==> config.mk <==
export PLATFORM = sky130hd
export DESIGN_NAME = cpu_control
export DESIGN_NICKNAME = d
export VERILOG_FILES = /design/src/rtl/cpu_pkg.sv /design/src/rtl/cpu_decoder.sv /design/src/rtl/cpu_control.sv
export SDC_FILE = /design/constraint.sdc
export NUM_CORES = 1
export LEC_CHECK = 0
export ABC_AREA = 1
export BUFFER_PORTS_ARGS = -buffer_cell sky130_fd_sc_hd__buf_2
export CORE_MARGIN = 5
export CORE_UTILIZATION = 45
export CTS_CLUSTER_SIZE = 25
export DETAILED_ROUTE_END_ITERATION = 8
export GPL_TIMING_DRIVEN = 0
export MAX_ROUTING_LAYER = met4
export PLACE_DENSITY = 0.71
export SLEW_MARGIN = 20
export SYNTH_ARGS = -nofsm -noshare
export SYNTH_HDL_FRONTEND = slang
export SYNTH_HIERARCHICAL = 1
export SYNTH_SLANG_ARGS = --single-unit
==> constraint.sdc <==
create_clock -name clk -period 3.6 [get_ports clk]
set_clock_uncertainty 0.1 [all_clocks]
set_input_delay 0 -clock clk [delete_from_list [all_inputs] [get_ports clk]]
set_output_delay 0 -clock clk [all_outputs]
set_load 0.01 [all_outputs]
==> src/rtl/cpu_pkg.sv <==
// rtl/cpu_pkg.sv - shared constants, field positions and encodings for the control unit
//
// Purpose : opcode values, ALU code for address/immediate arithmetic,
//           instruction field bit positions, FSM state and instruction
//           class encodings, and the imm6 sign-extension helper.
// Ports   : none (package).
package cpu_pkg;

  // Instruction field bit positions
  localparam int OP_HI    = 15;
  localparam int OP_LO    = 12;
  localparam int RD_HI    = 11;
  localparam int RD_LO    = 9;
  localparam int RS_HI    = 8;
  localparam int RS_LO    = 6;
  localparam int RT_HI    = 5;
  localparam int RT_LO    = 3;
  localparam int IMM6_HI  = 5;
  localparam int IMM6_LO  = 0;
  localparam int IMM12_HI = 11;

  // Opcodes 0x0-0x7 are R-type; 0xD/0xE fall through to NOP in the decoder
  localparam logic [3:0] OP_ADDI = 4'h8;
  localparam logic [3:0] OP_LW   = 4'h9;
  localparam logic [3:0] OP_SW   = 4'hA;
  localparam logic [3:0] OP_BZ   = 4'hB;
  localparam logic [3:0] OP_JMP  = 4'hC;
  localparam logic [3:0] OP_HALT = 4'hF;

  // ALU codes run ADD=000 through XOR=111; R-type passes opcode[2:0] straight
  // through, so only ADD is needed by name (ADDI and address generation).
  localparam logic [2:0] ALU_ADD = 3'b000;

  typedef enum logic [2:0] {
    ST_FETCH,
    ST_DECODE,
    ST_EXEC,
    ST_MEM,
    ST_WB,
    ST_HALT
  } state_t;

  typedef enum logic [2:0] {
    CLS_RTYPE,
    CLS_ADDI,
    CLS_LW,
    CLS_SW,
    CLS_BZ,
    CLS_JMP,
    CLS_NOP,
    CLS_HALT
  } iclass_t;

  function automatic logic [15:0] sext6(input logic [5:0] v);
    return {{10{v[5]}}, v};
  endfunction

endpackage

==> src/rtl/cpu_decoder.sv <==
// rtl/cpu_decoder.sv - combinational instruction decoder
//
// Purpose : maps the instruction register to control fields.
// Ports   : ir         in  16  latched instruction
//           iclass     out 3   instruction class (iclass_t encoding)
//           alu_code   out 3   ALU operation code
//           alu_b_imm  out 1   1 = ALU B from imm_ext
//           ra1/ra2/wa out 3   register-file read/write addresses
//           imm_ext    out 16  sign-extended imm6
//           jmp_target out 16  zero-extended imm12
module cpu_decoder
  import cpu_pkg::*;
#(
  parameter logic [3:0] HALT_OPCODE = OP_HALT
) (
  input  logic [15:0] ir,
  output logic [2:0]  iclass,
  output logic [2:0]  alu_code,
  output logic        alu_b_imm,
  output logic [2:0]  ra1,
  output logic [2:0]  ra2,
  output logic [2:0]  wa,
  output logic [15:0] imm_ext,
  output logic [15:0] jmp_target
);

  logic [3:0] opcode;
  logic [2:0] rd;
  logic [2:0] rs;
  logic [2:0] rt;

  assign opcode = ir[OP_HI:OP_LO];
  assign rd     = ir[RD_HI:RD_LO];
  assign rs     = ir[RS_HI:RS_LO];
  assign rt     = ir[RT_HI:RT_LO];

  // HALT_OPCODE is checked first so a relocated halt opcode overrides its
  // normal meaning; anything unrecognised behaves as a NOP.
  always_comb begin
    iclass = CLS_NOP;
    if (opcode == HALT_OPCODE) begin
      iclass = CLS_HALT;
    end else if (!opcode[3]) begin
      iclass = CLS_RTYPE;
    end else begin
      case (opcode)
        OP_ADDI: iclass = CLS_ADDI;
        OP_LW:   iclass = CLS_LW;
        OP_SW:   iclass = CLS_SW;
        OP_BZ:   iclass = CLS_BZ;
        OP_JMP:  iclass = CLS_JMP;
        default: iclass = CLS_NOP;
      endcase
    end
  end

  assign alu_code   = (iclass == CLS_RTYPE) ? opcode[2:0] : ALU_ADD;
  assign alu_b_imm  = (iclass == CLS_ADDI) || (iclass == CLS_LW) || (iclass == CLS_SW);
  assign ra1        = rs;
  // SW reads the store data from rd through port B
  assign ra2        = (iclass == CLS_SW) ? rd : rt;
  assign wa         = rd;
  assign imm_ext    = sext6(ir[IMM6_HI:IMM6_LO]);
  assign jmp_target = {4'b0000, ir[IMM12_HI:0]};

endmodule

==> src/rtl/cpu_control.sv <==
// rtl/cpu_control.sv - multi-cycle control unit driving the 16-bit ALU
//
// Purpose : fetch/decode/execute FSM with pc, instruction and flag registers.
// Ports   : clk, reset (async, active high)
//           imem_addr/imem_req/imem_ack/imem_rdata  instruction fetch handshake
//           dmem_req/dmem_we/dmem_ack               data memory handshake
//           rf_ra1/rf_ra2/rf_wa/rf_we/rf_wsel        register-file control
//           alu_code/alu_b_imm/imm_ext               ALU control
//           alu_carry/alu_zero                       ALU status inputs
//           flag_c/flag_z                            latched ALU flags
//           halted                                   terminal HALT indicator
module cpu_control
  import cpu_pkg::*;
#(
  parameter logic [15:0] RESET_PC    = 16'h0000,
  parameter logic [3:0]  HALT_OPCODE = OP_HALT
) (
  input  logic        clk,
  input  logic        reset,
  output logic [15:0] imem_addr,
  output logic        imem_req,
  input  logic        imem_ack,
  input  logic [15:0] imem_rdata,
  output logic        dmem_req,
  output logic        dmem_we,
  input  logic        dmem_ack,
  output logic [2:0]  rf_ra1,
  output logic [2:0]  rf_ra2,
  output logic [2:0]  rf_wa,
  output logic        rf_we,
  output logic        rf_wsel,
  output logic [2:0]  alu_code,
  output logic        alu_b_imm,
  output logic [15:0] imm_ext,
  input  logic        alu_carry,
  input  logic        alu_zero,
  output logic        flag_c,
  output logic        flag_z,
  output logic        halted
);

  state_t      state, state_nx;
  logic [15:0] pc, pc_nx;
  logic [15:0] ir, ir_nx;
  logic        fc_nx, fz_nx;
  logic [2:0]  iclass;
  logic [15:0] jmp_target;

  cpu_decoder #(
    .HALT_OPCODE(HALT_OPCODE)
  ) u_dec (
    .ir        (ir),
    .iclass    (iclass),
    .alu_code  (alu_code),
    .alu_b_imm (alu_b_imm),
    .ra1       (rf_ra1),
    .ra2       (rf_ra2),
    .wa        (rf_wa),
    .imm_ext   (imm_ext),
    .jmp_target(jmp_target)
  );

  assign imem_addr = pc;
  // ir resets to an R-type word, so this is low out of reset
  assign rf_wsel   = (iclass == CLS_LW);

  always_ff @(posedge clk or posedge reset) begin
    if (reset) begin
      state  <= ST_FETCH;
      pc     <= RESET_PC;
      ir     <= 16'h0000;
      flag_c <= 1'b0;
      flag_z <= 1'b0;
    end else begin
      state  <= state_nx;
      pc     <= pc_nx;
      ir     <= ir_nx;
      flag_c <= fc_nx;
      flag_z <= fz_nx;
    end
  end

  // Strobes are decoded from state and additionally gated by reset so that
  // every request drops in the same cycle reset is raised.
  always_comb begin
    state_nx = state;
    pc_nx    = pc;
    ir_nx    = ir;
    fc_nx    = flag_c;
    fz_nx    = flag_z;
    imem_req = 1'b0;
    dmem_req = 1'b0;
    dmem_we  = 1'b0;
    rf_we    = 1'b0;
    halted   = 1'b0;
    if (!reset) begin
      case (state)
        ST_FETCH: begin
          imem_req = 1'b1;
          if (imem_ack) begin
            ir_nx    = imem_rdata;
            pc_nx    = pc + 16'd1;
            state_nx = ST_DECODE;
          end
        end
        ST_DECODE: begin
          case (iclass)
            CLS_HALT: state_nx = ST_HALT;
            CLS_NOP:  state_nx = ST_FETCH;
            default:  state_nx = ST_EXEC;
          endcase
        end
        ST_EXEC: begin
          case (iclass)
            CLS_RTYPE, CLS_ADDI: begin
              fc_nx    = alu_carry;
              fz_nx    = alu_zero;
              state_nx = ST_WB;
            end
            CLS_LW, CLS_SW: state_nx = ST_MEM;
            CLS_BZ: begin
              // pc already points past the branch, so the offset is relative to pc+1
              if (flag_z) pc_nx = pc + imm_ext;
              state_nx = ST_FETCH;
            end
            CLS_JMP: begin
              pc_nx    = jmp_target;
              state_nx = ST_FETCH;
            end
            default: state_nx = ST_FETCH;
          endcase
        end
        ST_MEM: begin
          dmem_req = 1'b1;
          dmem_we  = (iclass == CLS_SW);
          if (dmem_ack) state_nx = (iclass == CLS_SW) ? ST_FETCH : ST_WB;
        end
        ST_WB: begin
          rf_we    = 1'b1;
          state_nx = ST_FETCH;
        end
        ST_HALT: begin
          halted = 1'b1;
        end
        default: state_nx = ST_FETCH;
      endcase
    end
  end

endmodule
Word-level counts from Yosys, hierarchy flattened --
Index checks and enable logic that the tools add are counted.
Word-level totals: register bits after elaboration 37, bits of input ports 22, output and inout bits 53, word-level logic and storage cells 67
Operators by class: add/subtract/negate cells 2, equal/unequal tests 22, multiplexer cells 25, bitwise operators 2, reductions and logical operators 11
Operator list (number):
- 16-bit case mux with 2 select lines | 2
- 16-bit two-way mux | 2
- 3-bit case mux with 5 select lines | 2
- 4-bit equality test, second input constant | 6
- 3-bit two-way mux | 7
- 3-bit equality test, second input constant | 6
- 16-bit by 1-bit adder with 16-bit output, second input constant | 1
- 16-bit adder | 1
- 3-bit by 2-bit equality test with 1-bit output, second input constant | 4
- 3-bit case mux with 2 select lines | 2
- 1-bit two-way mux | 10
- 3-bit by 1-bit equality test with 1-bit output, second input constant | 2
- 3-bit logical NOT | 2
- 3-bit AND reduction | 2
- 5-bit AND reduction | 1
- 2-bit != test, second input constant | 2
- 4-bit AND reduction | 1
- 2-bit OR reduction | 2
- 3-bit by 2-bit != test with 1-bit output, second input constant | 1
- 3-bit != test, second input constant | 1
- 1-bit logical OR | 2
- 1-bit inverter | 2
- 2-bit nonzero test | 1

Logic depth before layout (Yosys ltp) --
depth after elaboration 8, mapped depth 14

Cells and area by module --
Netlist, hierarchy kept.
By module, submodules not included:
- cpu_control | times used 1, cells an instance 452, area an instance 3159.3 um2, sequential area each 925.9 um2
- cpu_decoder | times used 1, cells an instance 71, area an instance 447.9 um2, sequential area each 0.0 um2

Least setup slack after synthesis --
No wires, ideal clock.
path kind register -> register, from reg ir[0], to reg pc[10], in the netlist imem_addr[10], arrival time 1.823 ns, data required time 3.374 ns, setup slack 1.551 ns, cell stages (with the launch flop) 14, path buffers 1, clock period less this slack 2.049 ns, path through dfrtp_1 -> buf_4 -> ha_1 -> fa_1 -> nand2_1 -> nand3_1 -> nand3_1 -> nand2_1 -> nand2_1 -> nand2_1 -> nand2_1 -> nand2_1 -> o21ai_0 -> a21oi_2
Between the ends: word-level cells in the longest chain between the ends 4
Ends and longest elaborated chain:
- from (decl) | line cpu_control.sv:44 | logic [15:0] ir, ir_nx;
- from (signal assigned) | line cpu_control.sv:77 | ir <= ir_nx;
- 16-bit adder | line cpu_control.sv:123 | if (flag_z) pc_nx = pc + imm_ext;
- 16-bit two-way mux | line cpu_control.sv:123
- 16-bit case mux with 2 select lines | line cpu_control.sv:114 | case (iclass)
- 16-bit case mux with 2 select lines | line cpu_control.sv:97 | case (state)
- to (signal assigned) | line cpu_control.sv:76 | pc <= pc_nx;
- to (decl) | line cpu_control.sv:43 | logic [15:0] pc, pc_nx;
Every way passes these cells. The select of a mux whose other input is x is not followed. A chain may end at the register's enable or synchronous reset.

Final worst setup path --
from reg ir[5], to reg pc[11], in the netlist imem_addr[11]
Same word-level chain as after synthesis.

==> out/qor.yml <==
outcome:
  status: "finished clean"
place:
  portBuffers: 74
  dp_hpwl_mm: 7.62
  dp_cells: 703
  routabilityCongestion: 0.944
  dp_slack_ns: 1.18
  placedInstanceArea_sq_um: 4140
sta:
  fin_crit_sh_pct: 67.8
  worst_pin_slew_ns: 0.572
  finalHoldViolCount: 0
  setup_viol: 0
  fmax_mhz: 410
  maxSlewViolCount: 0
  post-route-worst-setup-slack_ns: 1.16
  min_period_ns: 2.44
  relSlewSlack_pct: 61.8
  setup-tns-final_ns: 0
  grt_setup_unrepaired: "false"
yosys:
  ys_ff_latch: 37
  synth_edf_count: 0
  ys_top_cells_by_count: "nand2_1, nor2_1, inv_1, buf_4, dfrtp_1"
  synth_flop_cell: "dfrtp_1"
  synth_area_leaders: "dfrtp_1, nand2_1, buf_4"
  yosysWarnings: 6
  async_flop_share_pct: 100
  avgSynthCellArea_sq_um: 6.90
  yosysMostFrequentCell: "nand2_1"
  synth_top_area_cell: "dfrtp_1"
  synth_cell_types: 41
  synthesis.instances: 523
  synth_top_area_share_pct: 25.7
  yosysSeqAreaShare_pct: 25.7
  synth_area_sq_um: 3610
clocking:
  numCtsBuffers: 5
  ctsHoldBuffers: 19
  worstSkewPairLatency_ns: 0.31
  cts_num_sinks: 37
  cts_resized: 0
  clkTransAtPathRegs_ns: 0.08
  ctsHtreeMaxLevel: 2
  cts_root_buffer: "clkbuf_8"
  cts_tree: "built"
  cts_setup_buffers: 0
  clockBufferDepth: 2
routing:
  vias: 3612
  wl_mm: 9.81
  firstDrtPassIters: 4
  via_per_inst: 4.95
  routedWlPerCell_um: 13.4
  ant_nets: 0
  drtIter0Drc: 169
  drc_errors: 0
critical_path:
  r2r_start: "ir[5]$_DFFE_PP0P_"
  worstPathMaxFanout: 14
  slowest_delay_ns: 0.71
  setup.worst_path.end_class: "flop"
  cp-start-kind: "flop"
  critical_path_class: "flop to flop"
  r2r_cells: 12
  cp_top_family: "flip-flops"
  crit_buf_inv: 2
  r2r_end: "imem_addr[11]$_DFFE_PP0P_"
  cp.required_ns: 3.67
  startpoint: "ir[5]$_DFFE_PP0P_"
  worstPathArrival_ns: 2.51
  cp_common_cell: "nand2_1"
  path_cells: "buf_4 > ha_1 > nand2_1 > inv_1 > a21oi_1 > nand2_1 > nand2_1 > nand2_1 > nand2_1 > nand2_1 > o21ai_0 > a21oi_1"
  slowest_stage: "dfrtp_1"
  rrSetupSlack_ns: 1.16
  cp.depth: 12
worst_hold_path:
  holdCritStartpoint: "imem_ack"
  hold_class: "primary input to flop"
  holdPathStages: 3
  hold_path_end: "ir[14]$_DFFE_PP0P_"
global_routing:
  antenna_found_initial: 0
  grt_overflow: 0
  grt_pass1_wl_mm: 16.7
  grt_use_total_pct: 21.0
  grt_max_degree: 28
  grt_pass1_vias: 3616
cells_and_area:
  drive_gt1_share_pct: 28.2
  fillerInstances: 780
  layout.nets: 666
  postLayoutCellArea_sq_um: 4410
  fin_cells: 730
  area_growth_syn_to_layout_pct: 22.4
  n_antenna_cell: 0
die:
  die_h_um: 99.5
  die-area_sq_um: 9910
  die_x_um: 99.5
  core_area_sq_um: 7770
  ios: 75
  start_util_pct: 46.4
  rows: 32
pwr:
  power_leakage_uw: 0.00243
  irDropWorstVdd_mv: 0.393
  powerDensity_nw_per_um2: 1040
run:
  max-cap-violations: 0
-- cell usage in the layout (no fill, tap or decap), types with 3 or more instances in the layout --
master and n:
nand2_4 3, a31oi_1 5, nor3_1 9, inv_1 54, nor2_4 6, nand4_1 6
ha_1 16, a21oi_1 32, xor2_1 5, nand2_2 4, dlygate4sd3_1 19, clkbuf_8 5
mux2_4 10, buf_4 40, conb_1 4, o21ai_0 21, nand2_1 132, inv_2 7
nor2_1 63, dfrtp_1 37, buf_2 78, xnor2_1 3, or2_2 3, mux2_2 6
nand3_1 30
-- cell families (layout without fill, tap and decap cells) --
family	count (synthesis)	in the layout	share of synthesized area, %
adder cells (fa/ha/maj)	17	17	6.10
XOR/XNOR	8	8	1.94
buffers and inverters	108	210	16.0
AND/OR/NAND/NOR	265	265	33.1
multiplexers	18	18	6.62
AO/OA/AOI/OAI	69	69	10.5
flip-flops	37	37	25.7
other	1	4	0.104
-- state kept, by name (all words and copies together), names as in the netlist --
signal     flops
flag_c         1
imem_addr     16
ir            16
flag_z         1
state          3
-- worst max-delay path by stage --
stage / to / slack (ns)
3_5_place_dp: imem_addr[11]$_DFFE_PP0P_ / 1.18
4_1_cts: imem_addr[11]$_DFFE_PP0P_ / 1.15
3_3_place_gp: imem_addr[14]$_DFFE_PP0P_ / 1.10
2_1_floorplan: imem_addr[10]$_DFFE_PP0P_ / 1.55
5_1_grt: imem_addr[15]$_DFFE_PP0P_ / 0.95
6_report: imem_addr[11]$_DFFE_PP0P_ / 1.16
-- through the flow --
| step | util (%) | total power [uW] | hold WS [ns] |
|---|---|---|---|
| 5_1_grt | 56.8 | 5070 | 0.0475 |
| 6_report | 56.8 | 4580 | 0.0350 |
| 2_1_floorplan | - | 3360 | -0.0692 |
| 3_5_place_dp | 53.3 | 4230 | -0.0682 |
| 3_3_place_gp | 53.0 | 4170 | 0.113 |
| 4_1_cts | 56.8 | 4570 | 0.0343 |
-- layout make-up --
cell class	instances	area (sq um)	share of cell area (%)
buffer	47	347	7.85
multi-input combinational	381	2120	48.0
clock buffer	6	72.6	1.64
clock inverter	2	15.0	0.340
timing repair buffer	94	581	13.2
sequential	37	926	21.0
tap	102	128	2.89
inverter	61	229	5.19
-- metal layers --
| layer | global-route usage [%] | vias up | wire, um |
|---|---|---|---|
| met2 | 35.2 | 111 | 4650 |
| met4 | 6.41 | 0 | 151 |
| li1 | - | 1855 | - |
| met5 | - | - | 0 |
| met3 | 2.88 | 12 | 609 |
| met1 | 26.4 | 1634 | 4400 |
-- worst reg2reg max path, delay by kind of cell, from the launching register on --
kind / cells / cell delay, ns
flip-flops: 1 / 0.71
AND/OR/NAND/NOR: 6 / 0.57
AO/OA/AOI/OAI: 3 / 0.40
buffers and inverters: 2 / 0.27
adder cells (fa/ha/maj): 1 / 0.27
-- power breakdown --
group	switching [uW]	total, uW	internal, uW
Sequential	322	939	617
Clock	169	306	137
Combinational	1920	3330	1410
Power figures use the tool's default switching activity.
